$ cat config.mk
export PLATFORM = sky130hd
export DESIGN_NAME = sram_port_arbiter_flat
export DESIGN_NICKNAME = d
export VERILOG_FILES = /design/src/rtl/sram_port_arbiter_if.sv /design/src/rtl/sram_port_arbiter.sv /design/src/flat_wrapper.sv
export SDC_FILE = /design/constraint.sdc
export NUM_CORES = 1
export LEC_CHECK = 0
export BUFFER_PORTS_ARGS = -buffer_cell sky130_fd_sc_hd__buf_2
export CAP_MARGIN = 40
export CORE_MARGIN = 5
export CORE_UTILIZATION = 43
export DETAILED_ROUTE_END_ITERATION = 8
export HOLD_SLACK_MARGIN = 0.02
export PLACE_DENSITY = 0.88
export SYNTH_ARGS = -nofsm -noshare
export SYNTH_HDL_FRONTEND = slang
export SYNTH_SLANG_ARGS = --single-unit
$ cat constraint.sdc
create_clock -name clk -period 5.05 [get_ports clk]
set_clock_uncertainty 0.15 [all_clocks]
set_input_delay 0.2525 -clock clk [delete_from_list [all_inputs] [get_ports clk]]
set_output_delay 0.2525 -clock clk [all_outputs]
set_load 0.05 [all_outputs]
$ cat src/rtl/sram_port_arbiter_if.sv
// rtl/sram_port_arbiter_if.sv - requester, response and RAM port bundle for the SRAM port arbiter
interface sram_port_arbiter_if #(
   parameter int NUM_REQ    = 4,
   parameter int WORD_WIDTH = 8,
   parameter int ADDR_WIDTH = 8
);
   logic [NUM_REQ-1:0]            req_valid;
   logic [NUM_REQ-1:0]            req_last;
   logic [NUM_REQ-1:0]            req_wren;
   logic [NUM_REQ*ADDR_WIDTH-1:0] req_addr;
   logic [NUM_REQ*WORD_WIDTH-1:0] req_wdata;
   logic [NUM_REQ-1:0]            req_ready;
   logic [NUM_REQ-1:0]            rsp_valid;
   logic [WORD_WIDTH-1:0]         rsp_data;
   logic                          ram_wren;
   logic [ADDR_WIDTH-1:0]         ram_addr;
   logic [WORD_WIDTH-1:0]         ram_write_data;
   logic [WORD_WIDTH-1:0]         ram_read_data;

   // Requesters plus the RAM macro, as seen from outside the arbiter
   modport master (
      output req_valid, req_last, req_wren, req_addr, req_wdata, ram_read_data,
      input  req_ready, rsp_valid, rsp_data, ram_wren, ram_addr, ram_write_data
   );

   // The arbiter itself
   modport slave (
      input  req_valid, req_last, req_wren, req_addr, req_wdata, ram_read_data,
      output req_ready, rsp_valid, rsp_data, ram_wren, ram_addr, ram_write_data
   );
endinterface

$ cat src/rtl/sram_port_arbiter.sv
// rtl/sram_port_arbiter.sv - round-robin burst arbiter sharing one single-port RAM among requesters
module sram_port_arbiter #(
   parameter int NUM_REQ    = 4,
   parameter int WORD_WIDTH = 8,
   parameter int ADDR_WIDTH = 8,
   parameter int BURST_MAX  = 4
) (
   input logic                clk,
   input logic                rst,
   sram_port_arbiter_if.slave bus
);
   localparam int IW = $clog2(NUM_REQ);
   localparam int CW = $clog2(BURST_MAX + 1);

   typedef enum logic {IDLE, BURST} state_t;

   state_t               state_q, state_d;
   logic [IW-1:0]        owner_q, owner_d;
   logic [IW-1:0]        ptr_q, ptr_d;
   logic [CW-1:0]        count_q, count_d;
   logic [NUM_REQ-1:0]   rsp_sel_q, rsp_sel_d;

   logic [IW-1:0]        grant;
   logic                 granted;
   logic                 accept;
   logic [NUM_REQ-1:0]   ready;
   logic                 ram_wren;
   logic [ADDR_WIDTH-1:0] ram_addr;
   logic [WORD_WIDTH-1:0] ram_wdata;
   int                   idx;
   int                   beats;

   // Grant selection, RAM port drive and next-state computation for the lock/pointer/response
   always_comb begin
      grant     = owner_q;
      granted   = 1'b0;
      idx       = 0;
      beats     = 0;
      state_d   = state_q;
      owner_d   = owner_q;
      ptr_d     = ptr_q;
      count_d   = count_q;
      rsp_sel_d = '0;

      if (state_q == IDLE) begin
         // Walk offsets from the far end so the nearest valid requester above the pointer wins last
         for (int k = NUM_REQ - 1; k >= 0; k--) begin
            idx = (int'(ptr_q) + k) % NUM_REQ;
            if (bus.req_valid[idx]) begin
               granted = 1'b1;
               grant   = IW'(idx);
            end
         end
      end else begin
         // The owner keeps the port even while it is not offering a beat
         granted = 1'b1;
      end

      ready  = granted ? (NUM_REQ'(1) << grant) : '0;
      accept = granted & bus.req_valid[grant];

      ram_wren  = accept & bus.req_wren[grant];
      ram_addr  = accept ? bus.req_addr[int'(grant)*ADDR_WIDTH +: ADDR_WIDTH] : '0;
      ram_wdata = accept ? bus.req_wdata[int'(grant)*WORD_WIDTH +: WORD_WIDTH] : '0;

      if (accept) begin
         beats = (state_q == IDLE) ? 1 : int'(count_q) + 1;
         if (bus.req_last[grant] || beats >= BURST_MAX) begin
            state_d = IDLE;
            ptr_d   = IW'((int'(grant) + 1) % NUM_REQ);
            count_d = '0;
         end else begin
            state_d = BURST;
            owner_d = grant;
            count_d = CW'(beats);
         end
         if (!bus.req_wren[grant]) begin
            rsp_sel_d = NUM_REQ'(1) << grant;
         end
      end
   end

   // Arbitration state and the one-deep read response tag
   always_ff @(posedge clk or posedge rst) begin
      if (rst) begin
         state_q   <= IDLE;
         owner_q   <= '0;
         ptr_q     <= '0;
         count_q   <= '0;
         rsp_sel_q <= '0;
      end else begin
         state_q   <= state_d;
         owner_q   <= owner_d;
         ptr_q     <= ptr_d;
         count_q   <= count_d;
         rsp_sel_q <= rsp_sel_d;
      end
   end

   assign bus.req_ready      = ready;
   assign bus.ram_wren       = ram_wren;
   assign bus.ram_addr       = ram_addr;
   assign bus.ram_write_data = ram_wdata;
   assign bus.rsp_valid      = rsp_sel_q;
   assign bus.rsp_data       = bus.ram_read_data;
endmodule

$ cat src/flat_wrapper.sv
// flat-port wrapper written by rule: the top's interface ports become plain ports
module sram_port_arbiter_flat 
#(
   parameter int NUM_REQ    = 4,
   parameter int WORD_WIDTH = 8,
   parameter int ADDR_WIDTH = 8,
   parameter int BURST_MAX  = 4
)
  (clk, rst, bus_req_valid, bus_req_last, bus_req_wren, bus_req_addr, bus_req_wdata, bus_ram_read_data, bus_req_ready, bus_rsp_valid, bus_rsp_data, bus_ram_wren, bus_ram_addr, bus_ram_write_data);
  sram_port_arbiter_if #(.NUM_REQ(NUM_REQ), .WORD_WIDTH(WORD_WIDTH), .ADDR_WIDTH(ADDR_WIDTH)) bus_i ();
  input logic clk;
  input logic rst;
  input wire logic [$bits(bus_i.req_valid)-1:0] bus_req_valid;
  input wire logic [$bits(bus_i.req_last)-1:0] bus_req_last;
  input wire logic [$bits(bus_i.req_wren)-1:0] bus_req_wren;
  input wire logic [$bits(bus_i.req_addr)-1:0] bus_req_addr;
  input wire logic [$bits(bus_i.req_wdata)-1:0] bus_req_wdata;
  input wire logic [$bits(bus_i.ram_read_data)-1:0] bus_ram_read_data;
  output wire logic [$bits(bus_i.req_ready)-1:0] bus_req_ready;
  output wire logic [$bits(bus_i.rsp_valid)-1:0] bus_rsp_valid;
  output wire logic [$bits(bus_i.rsp_data)-1:0] bus_rsp_data;
  output wire logic [$bits(bus_i.ram_wren)-1:0] bus_ram_wren;
  output wire logic [$bits(bus_i.ram_addr)-1:0] bus_ram_addr;
  output wire logic [$bits(bus_i.ram_write_data)-1:0] bus_ram_write_data;
  assign bus_i.req_valid = bus_req_valid;
  assign bus_i.req_last = bus_req_last;
  assign bus_i.req_wren = bus_req_wren;
  assign bus_i.req_addr = bus_req_addr;
  assign bus_i.req_wdata = bus_req_wdata;
  assign bus_i.ram_read_data = bus_ram_read_data;
  assign bus_req_ready = bus_i.req_ready;
  assign bus_rsp_valid = bus_i.rsp_valid;
  assign bus_rsp_data = bus_i.rsp_data;
  assign bus_ram_wren = bus_i.ram_wren;
  assign bus_ram_addr = bus_i.ram_addr;
  assign bus_ram_write_data = bus_i.ram_write_data;
  sram_port_arbiter #(.NUM_REQ(NUM_REQ), .WORD_WIDTH(WORD_WIDTH), .ADDR_WIDTH(ADDR_WIDTH), .BURST_MAX(BURST_MAX)) u_core (.clk(clk), .rst(rst), .bus(bus_i));
endmodule
## Word level (Yosys, flattened, before mapping)

Index checks and enable logic that the tools add are counted.

| word-level totals | value |
|---|---|
| bits in registers | 12 |
| output and inout port bits | 33 |
| input bits | 86 |

| operators by class | value |
|---|---|
| magnitude comparators | 6 |
| add/subtract/negate cells | 5 |
| bitwise gates (word level) | 6 |
| reductions and logical operators | 6 |
| shift-type cells | 3 |
| multiplexer cells | 35 |

Operators with widths:

| cell | count |
|---|---|
| 32-bit by 6-bit indexed part select with 8-bit output | 2 |
| 32-bit by 4-bit >= comparator with 1-bit output, second input constant | 1 |
| 32-bit 2-to-1 mux | 1 |
| 1-bit 2-to-1 mux | 16 |
| 8-bit 2-to-1 mux | 2 |
| 1-bit binary-select mux with 2-bit select | 7 |
| 3-bit by 4-bit less-than comparator with 1-bit output, second input constant | 3 |
| 4-bit 2-to-1 mux | 3 |
| 2-bit 2-to-1 mux | 5 |
| 2-bit by 3-bit less-than comparator with 1-bit output, second input constant | 2 |
| 2-bit OR reduction | 3 |
| 2-bit by 1-bit adder with 2-bit output, second input constant | 2 |
| 2-bit adder, second input constant | 2 |
| 3-bit by 1-bit adder with 4-bit output, second input constant | 1 |
| 2-bit AND reduction | 2 |
| 1-bit by 2-bit << shifter with 4-bit output, first input constant | 1 |
| 1-bit AND, first input constant | 3 |
| 3-bit 2-to-1 mux | 1 |
| 1-bit AND | 2 |
| 1-bit logical OR | 1 |
| 1-bit NOT | 1 |

## Depth between registers and ports, before layout

Gate-level depths: netlist of run 1.

| depth | value |
|---|---|
| depth after elaboration | 16 |
| depth in mapped cells | 10 |

## Worst setup path before layout of run 1

OpenSTA, ideal clock, no wires.

| path | value |
|---|---|
| path kind | flip-flop to output port |
| from | register u_core.ptr_q[1] |
| to | output port bus_ram_addr[0] |
| arrival time | 2,481 ps |
| stages on the path, launching flop included | 10 |
| path slack | 2,166 ps |
| cells stage by stage | dfrtp_1 -> buf_4 -> nor3b_1 -> a22oi_2 -> nor2b_4 -> a22oi_4 -> mux2i_1 -> mux2_4 -> buf_2 -> nor2b_1 |

| between the ends | value |
|---|---|
| longest elaborated chain between the ends | 13 |

Ends and longest elaborated chain:

| what | line | source |
|---|---|---|
| from (decl) | sram_port_arbiter.sv:19 | `logic [IW-1:0] ptr_q, ptr_d;` |
| from (signal assigned) | sram_port_arbiter.sv:94 | `ptr_q <= ptr_d;` |
| branches (longest 12 deep; another with 2-bit adder) | n/a |  |
| 8-bit 2-to-1 mux (*) | sram_port_arbiter.sv:63 | `ram_addr = accept ? bus.req_addr[int'(grant)*ADDR_WIDTH +: ADDR_WIDTH] : '0;` |
| to (decl) | flat_wrapper.sv:23 | `output wire logic [$bits(bus_i.ram_addr)-1:0] bus_ram_addr;` |

Mark *: on every way between the ends. The select of a mux whose other input is x is not followed.

## Worst setup path in the final report of run 1

| path | value |
|---|---|
| from | register u_core.ptr_q[1] |
| to | output port bus_ram_addr[2] |

The elaborated chain is that of the path after synthesis.

==> results of run 1 <==
[logic make-up after synthesis]
kind of cell	after synthesis	synth area share [%]
mux	28	32.98
simple gates	53	21.76
buf+inv	22	8.656
compound gates	23	12.69
fa+ha+maj	5	4.122
flops	12	19.79
[layout by cell type (no fill, tap or decap), drive strengths merged]
cell type / instances
nor3b: 1
o311a: 1
inv: 5
nor2: 4
nand3b: 3
nand3: 3
nand2b: 3
and2: 10
a211oi: 1
a21boi: 2
mux4: 16
nand2: 8
o221ai: 1
o32a: 1
a21oi: 5
a31oi: 1
o221a: 1
nor3: 2
mux2: 7
dlygate4sd3: 1
a32o: 1
ha: 5
dfrtp: 12
o21bai: 2
nor2b: 19
o21ai: 5
clkbuf: 4
buf: 104
a22oi: 2
mux2i: 5
[routing by layer]
layer  share of wire, %  GRT usage (%)  vias to the layer above
met4                1.9          4.989                        0
li1                   -              -                      706
met1                 36          20.05                      707
met3                8.4          4.783                        8
met2                 53          32.31                       70
met5                  0              0                        -
[worst paths after layout]
path                       cells past startpoint                       endpoint                     startpoint
hold / removal                                 3     u_core.state_q$_DFFE_PP0P_               bus_req_valid[2]
setup / recovery                               9                bus_ram_addr[2]    u_core.ptr_q[1]$_DFFE_PP0P_
max in group asynchronous                      3    u_core.ptr_q[0]$_DFFE_PP0P_                            rst
setup reg to reg                               9    u_core.ptr_q[0]$_DFFE_PP0P_    u_core.ptr_q[1]$_DFFE_PP0P_
min in group asynchronous                      3    u_core.ptr_q[1]$_DFFE_PP0P_                            rst
hold reg to reg                                1  u_core.count_q[1]$_DFFE_PP0P_  u_core.count_q[1]$_DFFE_PP0P_
[final cells by class]
type	instances	area (um^2)	area share [%]
clock buffer	4	36.28	1.766
inverter	5	18.77	0.9135
multi-input combinational	109	1086	52.86
sequential	12	300.3	14.62
tap	46	57.56	2.801
timing repair buffer	105	555.5	27.04
[state kept, by name, indices dropped and copies added (netlist names)]
signal and count:
u_core.ptr_q 2, u_core.count_q 3, u_core.state_q 1, u_core.owner_q 2, u_core.bus.rsp_valid 4
[power breakdown]
part	internal (mW)	switching, mW
combinational	0.505	0.833
sequential	0.129	0.0476
clock	0.0437	0.0285
[through the flow]
stage / power [mW] / hold WS [ps]
floorplan: 1.284 / -32.80
global placement: 1.471 / 117.5
detailed placement: 1.504 / 123.9
CTS: 1.585 / 195.7
global route: 1.693 / 229.6
finish: 1.587 / 210.2
[worst register-to-register path, cell delays in order, from the launching register on]
cell                      delay, ps
sky130_fd_sc_hd__dfrtp_1        490
sky130_fd_sc_hd__nor3b_1        290
sky130_fd_sc_hd__a22oi_2        150
sky130_fd_sc_hd__nor2b_4        150
sky130_fd_sc_hd__a22oi_4        220
sky130_fd_sc_hd__buf_12         230
sky130_fd_sc_hd__mux2i_1        120
sky130_fd_sc_hd__mux2_4         390
sky130_fd_sc_hd__nor2_4         170
sky130_fd_sc_hd__mux2_1         330
[what timing repair did]
item                      4_1_cts  5_1_grt
buffers inserted                0        0
hold buffers                    1        0
hold endpoints to repair       12        0
==> out/results.md, run 1 <==
### Status
• **result of the run** finished clean

### Die
• **Die Wd** 69.41 um
• **die outline area** 4818 um^2
• **# rows** 21
• **Die Span Y** 69.41 um
• **placeable core region** 3390 um^2
• **total I/O pin count** 119
• **Initial Utilization** 44.78%

### Finish
• **final instance count without filler cells** 281
• **post-route standard cell area excluding fillers** 2054 um^2
• **Layout Area Growth over Synthesis** 35.37%
• **proportion of layout cells with a drive suffix above 1** 59.15%
• **number of inserted diodes** 0
• **final design utilization** 60.61%
• **# nets final** 327
• **Filler cells** 301

### Synthesis
• **cell types with the highest counts after synthesis** sky130_fd_sc_hd__nor2b_1, sky130_fd_sc_hd__mux4_2, sky130_fd_sc_hd__dfrtp_1, sky130_fd_sc_hd__buf_4, sky130_fd_sc_hd__and2_1
• **Synth Register Bits** 12
• **number of instances in the synthesized netlist** 143
• **sequential area share after synthesis** 19.79%
• **top-count cell post-synth** sky130_fd_sc_hd__nor2b_1
• **count of warnings emitted by yosys** 0
• **share of the synthesized area in the top cell type** 23.74%
• **flip-flop cell with the highest count after synthesis** sky130_fd_sc_hd__dfrtp_1
• **EDFF count, synth** 0
• **Post-Syn Area per Cell** 10.61 um^2
• **synthesized area** 1518 um^2
• **most area-hungry cell type in the Yosys netlist** sky130_fd_sc_hd__mux4_2
• **top cells by area, synth** sky130_fd_sc_hd__mux4_2, sky130_fd_sc_hd__dfrtp_1, sky130_fd_sc_hd__nor2b_1
• **share of flip-flops with an asynchronous set or reset after synthesis** 100.0%
• **syn nets** 234
• **distinct cell type count after synthesis** 37

### STA
• **Setup-failing EPs final** 0
• **shortest period the worst path allows** 3185 ps
• **final worst-path cycle share** 63.07%
• **worst setup margin** 1865 ps
• **final number of max-transition violations** 0
• **highest clock rate** 314.0 MHz
• **actual slew at the worst max-slew pin** 557.9 ps
• **Final Hold Fails** 0
• **RSZ-0062 raised after global routing** no
• **post-route setup TNS** 0 ps
• **headroom to the max-slew limit** 62.75%

### Pwr
• **maximum resistive drop on vdd** 0.4512 mV
• **power density of the placed cells** 772.4 nW/um^2
• **standby leakage power** 1.079 nW

### Clocking
• **number of clock sinks** 12
• **Root Buffer** sky130_fd_sc_hd__clkbuf_4
• **maximum clock path buffer count** 2
• **Clock Latency Late Sink** 260 ps
• **CTS H-tree lvls** 1
• **Clk pin slew, worst setup/hold paths** 70 ps
• **clock tree from TritonCTS** done
• **Post-CTS Resized** 0
• **TritonCTS Buffers** 3

### Worst setup path
• **Buf+Inv Stages, Crit Path** 2
• **WP data arrival** 2780 ps
• **critical path, cell by cell** nor3b_1, a22oi_2, nor2b_4, a22oi_4, buf_12, mux2i_1, mux2_4, nor2b_1, buf_2
• **category of cells accounting for the largest share of critical-path delay** simple AND/OR/NAND/NOR gates
• **data required time at the worst endpoint** 4650 ps
• **peak per-stage delay on the critical path** 490 ps
• **critical path type** reg -> out
• **crit-path max FO** 24
• **setup slack on the worst flop-to-flop path** 2240 ps
• **Critical Path Sink Type** output pin
• **slowest CP cell** sky130_fd_sc_hd__dfrtp_1
• **sort of element at the start of the critical path** register

### Global route
• **number of global-route vias before repair** 1607
• **largest net degree at the start of global routing** 25
• **initial antenna violation count** 0
• **total global routing track utilization** 17.71%
• **GRT Residual Overflow** 0
• **first-pass GRT wire length** 7.182 mm

### Route
• **vias post-DR** 1491
• **post-detailed-routing wire length** 4.254 mm
• **wire per inst** 15.14 um
• **number of remaining DRC errors** 0
• **router iterations before antenna repair** 4
• **Antenna Violating Nets Remaining** 0
• **Via-to-Cell Ratio** 5.306
• **DRT iter0 DRCs** 73

### Place
• **GPL Wtd Cong** 0.8403
• **cell area after placement** 1988 um^2
• **count of input and output buffers** 102
• **total half-perimeter wirelength after legalization and detailed placement** 3.622 mm
• **count of placed standard cells including taps** 275
• **setup slack at placement** 1686 ps

### Flow run
• **max-capacitance violation count** 0

### Worst hold path
• **Hold WC Path Type** in -> reg

Power figures use the tool's default switching activity.
==> inputs of run 2 (changes only) <==
--- a/config.mk
+++ b/config.mk
@@ -8,10 +8,10 @@
 export BUFFER_PORTS_ARGS = -buffer_cell sky130_fd_sc_hd__buf_2
 export CAP_MARGIN = 40
 export CORE_MARGIN = 5
-export CORE_UTILIZATION = 43
+export CORE_UTILIZATION = 40
 export DETAILED_ROUTE_END_ITERATION = 8
 export HOLD_SLACK_MARGIN = 0.02
-export PLACE_DENSITY = 0.88
+export PLACE_DENSITY = 0.83
 export SYNTH_ARGS = -nofsm -noshare
 export SYNTH_HDL_FRONTEND = slang
 export SYNTH_SLANG_ARGS = --single-unit
==> constraint.sdc (replaced) <==
create_clock -name clk -period 3 [get_ports clk]
set_clock_uncertainty 0.15 [all_clocks]
set_input_delay 0.15 -clock clk [delete_from_list [all_inputs] [get_ports clk]]
set_output_delay 0.15 -clock clk [all_outputs]
set_load 0.05 [all_outputs]
==> run 2 against run 1 <==
Against the previous run: setup slack got worse by 1700 ps; die area rose by 6.4%; combinational power rose by 73%; critical endpoint unchanged; highest routed layer unchanged.
==> out/results.md, run 2 (synthesis gave the netlist of run 1 again) <==
### Worst setup path
• **WP data arrival** 2560 ps
• **slowest CP cell** sky130_fd_sc_hd__dfrtp_1
• **crit-path max FO** 12
• **data required time at the worst endpoint** 2700 ps
• **critical path type** reg -> out
• **sort of element at the start of the critical path** register
• **Critical Path Sink Type** output pin
• **critical path, cell by cell** nor3b_1, a22oi_2, nor2b_4, a22oi_4, buf_4, mux2i_1, mux2_4, nor2b_1, clkbuf_4
• **peak per-stage delay on the critical path** 460 ps

### Finish
• **# nets final** 331
• **most frequent cells in the layout** sky130_fd_sc_hd__buf_2, sky130_fd_sc_hd__nor2b_1, sky130_fd_sc_hd__mux4_2, sky130_fd_sc_hd__dfrtp_1, sky130_fd_sc_hd__and2_1
• **final design utilization** 57.35%
• **Filler cells** 315
• **area taken by multi-input logic gates** 1101 um^2
• **final instance count without filler cells** 286
• **number of flip-flops in the largest register** 4
• **most frequent standard cell in the layout excluding fill and tap cells** sky130_fd_sc_hd__buf_2
• **Sequential cell area** 300.3 um^2
• **Layout Area Growth over Synthesis** 38.33%
• **number of inserted diodes** 0
• **post-route standard cell area excluding fillers** 2100 um^2
• **proportion of layout cells with a drive suffix above 1** 59.66%

### Die
• **Initial Utilization** 41.46%
• **Die Span Y** 71.60 um
• **Die Wd** 71.60 um
• **die outline area** 5126 um^2
• **total I/O pin count** 119
• **placeable core region** 3661 um^2
• **# rows** 22

### Pwr
• **net switching share of the total power** 56.38%
• **portion of total power attributed to sequential cells** 10.8%
• **fraction of power consumed by combinational cells** 84.3%
• **Clk network pwr share** 4.9%
• **standby leakage power** 1.098 nW
• **Switch Pwr** 1.555 mW
• **maximum resistive drop on vdd** 0.8496 mV
• **Power, Total** 2.758 mW
• **cell internal pwr** 1.203 mW
• **power density of the placed cells** 1313 nW/um^2

### Clocking
• **number of clock sinks** 12
• **Clk pin slew, worst setup/hold paths** 50 ps
• **CTS H-tree lvls** 1
• **TritonCTS Buffers** 3
• **clock tree from TritonCTS** done
• **Clock Latency Late Sink** 230 ps
• **maximum clock path buffer count** 2
• **Root Buffer** sky130_fd_sc_hd__clkbuf_8

### Global route
• **initial antenna violation count** 0
• **first-pass GRT wire length** 6.555 mm
• **total global routing track utilization** 15.71%
• **GRT Residual Overflow** 0
• **largest net degree at the start of global routing** 25
• **number of global-route vias before repair** 1479

### STA
• **actual slew at the worst max-slew pin** 487.8 ps
• **highest clock rate** 349.8 MHz
• **Setup-failing EPs final** 0
• **Final Hold Fails** 0
• **final worst-path cycle share** 95.30%
• **RSZ-0062 raised after global routing** yes
• **shortest period the worst path allows** 2859 ps
• **headroom to the max-slew limit** 67.48%
• **hold slack** 150.0 ps
• **final number of max-transition violations** 0

### Status
• **result of the run** finished clean

### Flow run
• **max-capacitance violation count** 0

### Route
• **post-detailed-routing wire length** 4.363 mm
• **met3 routed wirelength** 303 um
• **router iterations before antenna repair** 6
• **met2 routed wirelength** 2.312 mm
• **Via-to-Cell Ratio** 5.210
• **M1 wire length** 1.667 mm
• **wire per inst** 15.26 um
• **vias post-DR** 1490
• **DRT iter0 DRCs** 45
• **Antenna Violating Nets Remaining** 0
• **number of remaining DRC errors** 0
• **Top Metal Used** met4

### Place
• **GPL Wtd Cong** 0.7982
• **total half-perimeter wirelength after legalization and detailed placement** 3.618 mm
• **cell area after placement** 2006 um^2
• **count of input and output buffers** 102
• **count of placed standard cells including taps** 280

### Worst hold path
• **Hold WC Path Type** in -> out

run 2: cell types whose count changed in the layout (fill, tap and decap cells not counted):
cell	delta
sky130_fd_sc_hd__buf_2	-2
sky130_fd_sc_hd__clkbuf_8	+2
sky130_fd_sc_hd__buf_4	+3
sky130_fd_sc_hd__buf_8	+1
sky130_fd_sc_hd__clkbuf_4	-1
sky130_fd_sc_hd__buf_12	-1
sky130_fd_sc_hd__mux2_4	+1
run 2: per-layer routing:
metal  vias up  global-route usage, %
li1        714                      -
met3        11                  3.506
met5         -                      0
met4         0                  5.219
met2        62                  27.76
met1       703                  18.77
run 2: power groups by stage:
stage	clock, mW	combinational [mW]	sequential (mW)
2_1_floorplan	0	1.87	0.295
3_3_place_gp	0	2.23	0.296
3_5_place_dp	0	2.26	0.298
4_1_cts	0.141	2.27	0.296
5_1_grt	0.149	2.50	0.306
6_report	0.136	2.32	0.297
run 2: path summary, 6_finish.rpt:
kind                                                endpoint  cells past startpoint                     startpoint  slack (ps)
max                                          bus_ram_addr[2]                      9    u_core.ptr_q[1]$_DFFE_PP0P_         140
min                                          bus_rsp_data[4]                      0           bus_ram_read_data[4]         150
max reg2reg                      u_core.ptr_q[1]$_DFFE_PP0P_                      9    u_core.ptr_q[1]$_DFFE_PP0P_         320
min reg2reg                    u_core.count_q[2]$_DFFE_PP0P_                      1  u_core.count_q[2]$_DFFE_PP0P_         360
max in group asynchronous      u_core.owner_q[1]$_DFFE_PP0P_                      3                            rst        2090
min in group asynchronous  u_core.bus.rsp_valid[0]$_DFF_PP0_                      3                            rst         310
run 2: cell type report:
class | count | share of cell area [%]
multi-input combinational | 110 | 52.44
timing repair buffer | 108 | 27.53
sequential | 12 | 14.30
tap | 48 | 2.861
clock buffer | 3 | 1.967
inverter | 5 | 0.8939
run 2: what timing repair did:
item,4_1_cts,5_1_grt
endpoints found under the hold margin,12,0
gates resized for setup,0,7
endpoints found under the setup margin,0,16
hold buffers,1,0
buffers inserted,0,1
run 2: metrics by stage:
| step | setup WS, ps | setup TNS [ps] |
|---|---|---|
| 6_report | 140.9 | 0 |
| 5_1_grt | -8.801 | -15.06 |
| 4_1_cts | 20.69 | 0 |
| 3_5_place_dp | 279.9 | 0 |
| 3_3_place_gp | 334.3 | 0 |
| 2_1_floorplan | 218.8 | 0 |
run 2: worst max-delay path, delay by kind of cell (launching register included):
kind / cells / cell delay [ps]
simple gates: 3 / 580
flops: 1 / 460
mux: 2 / 500
buf+inv: 2 / 440
compound gates: 2 / 360
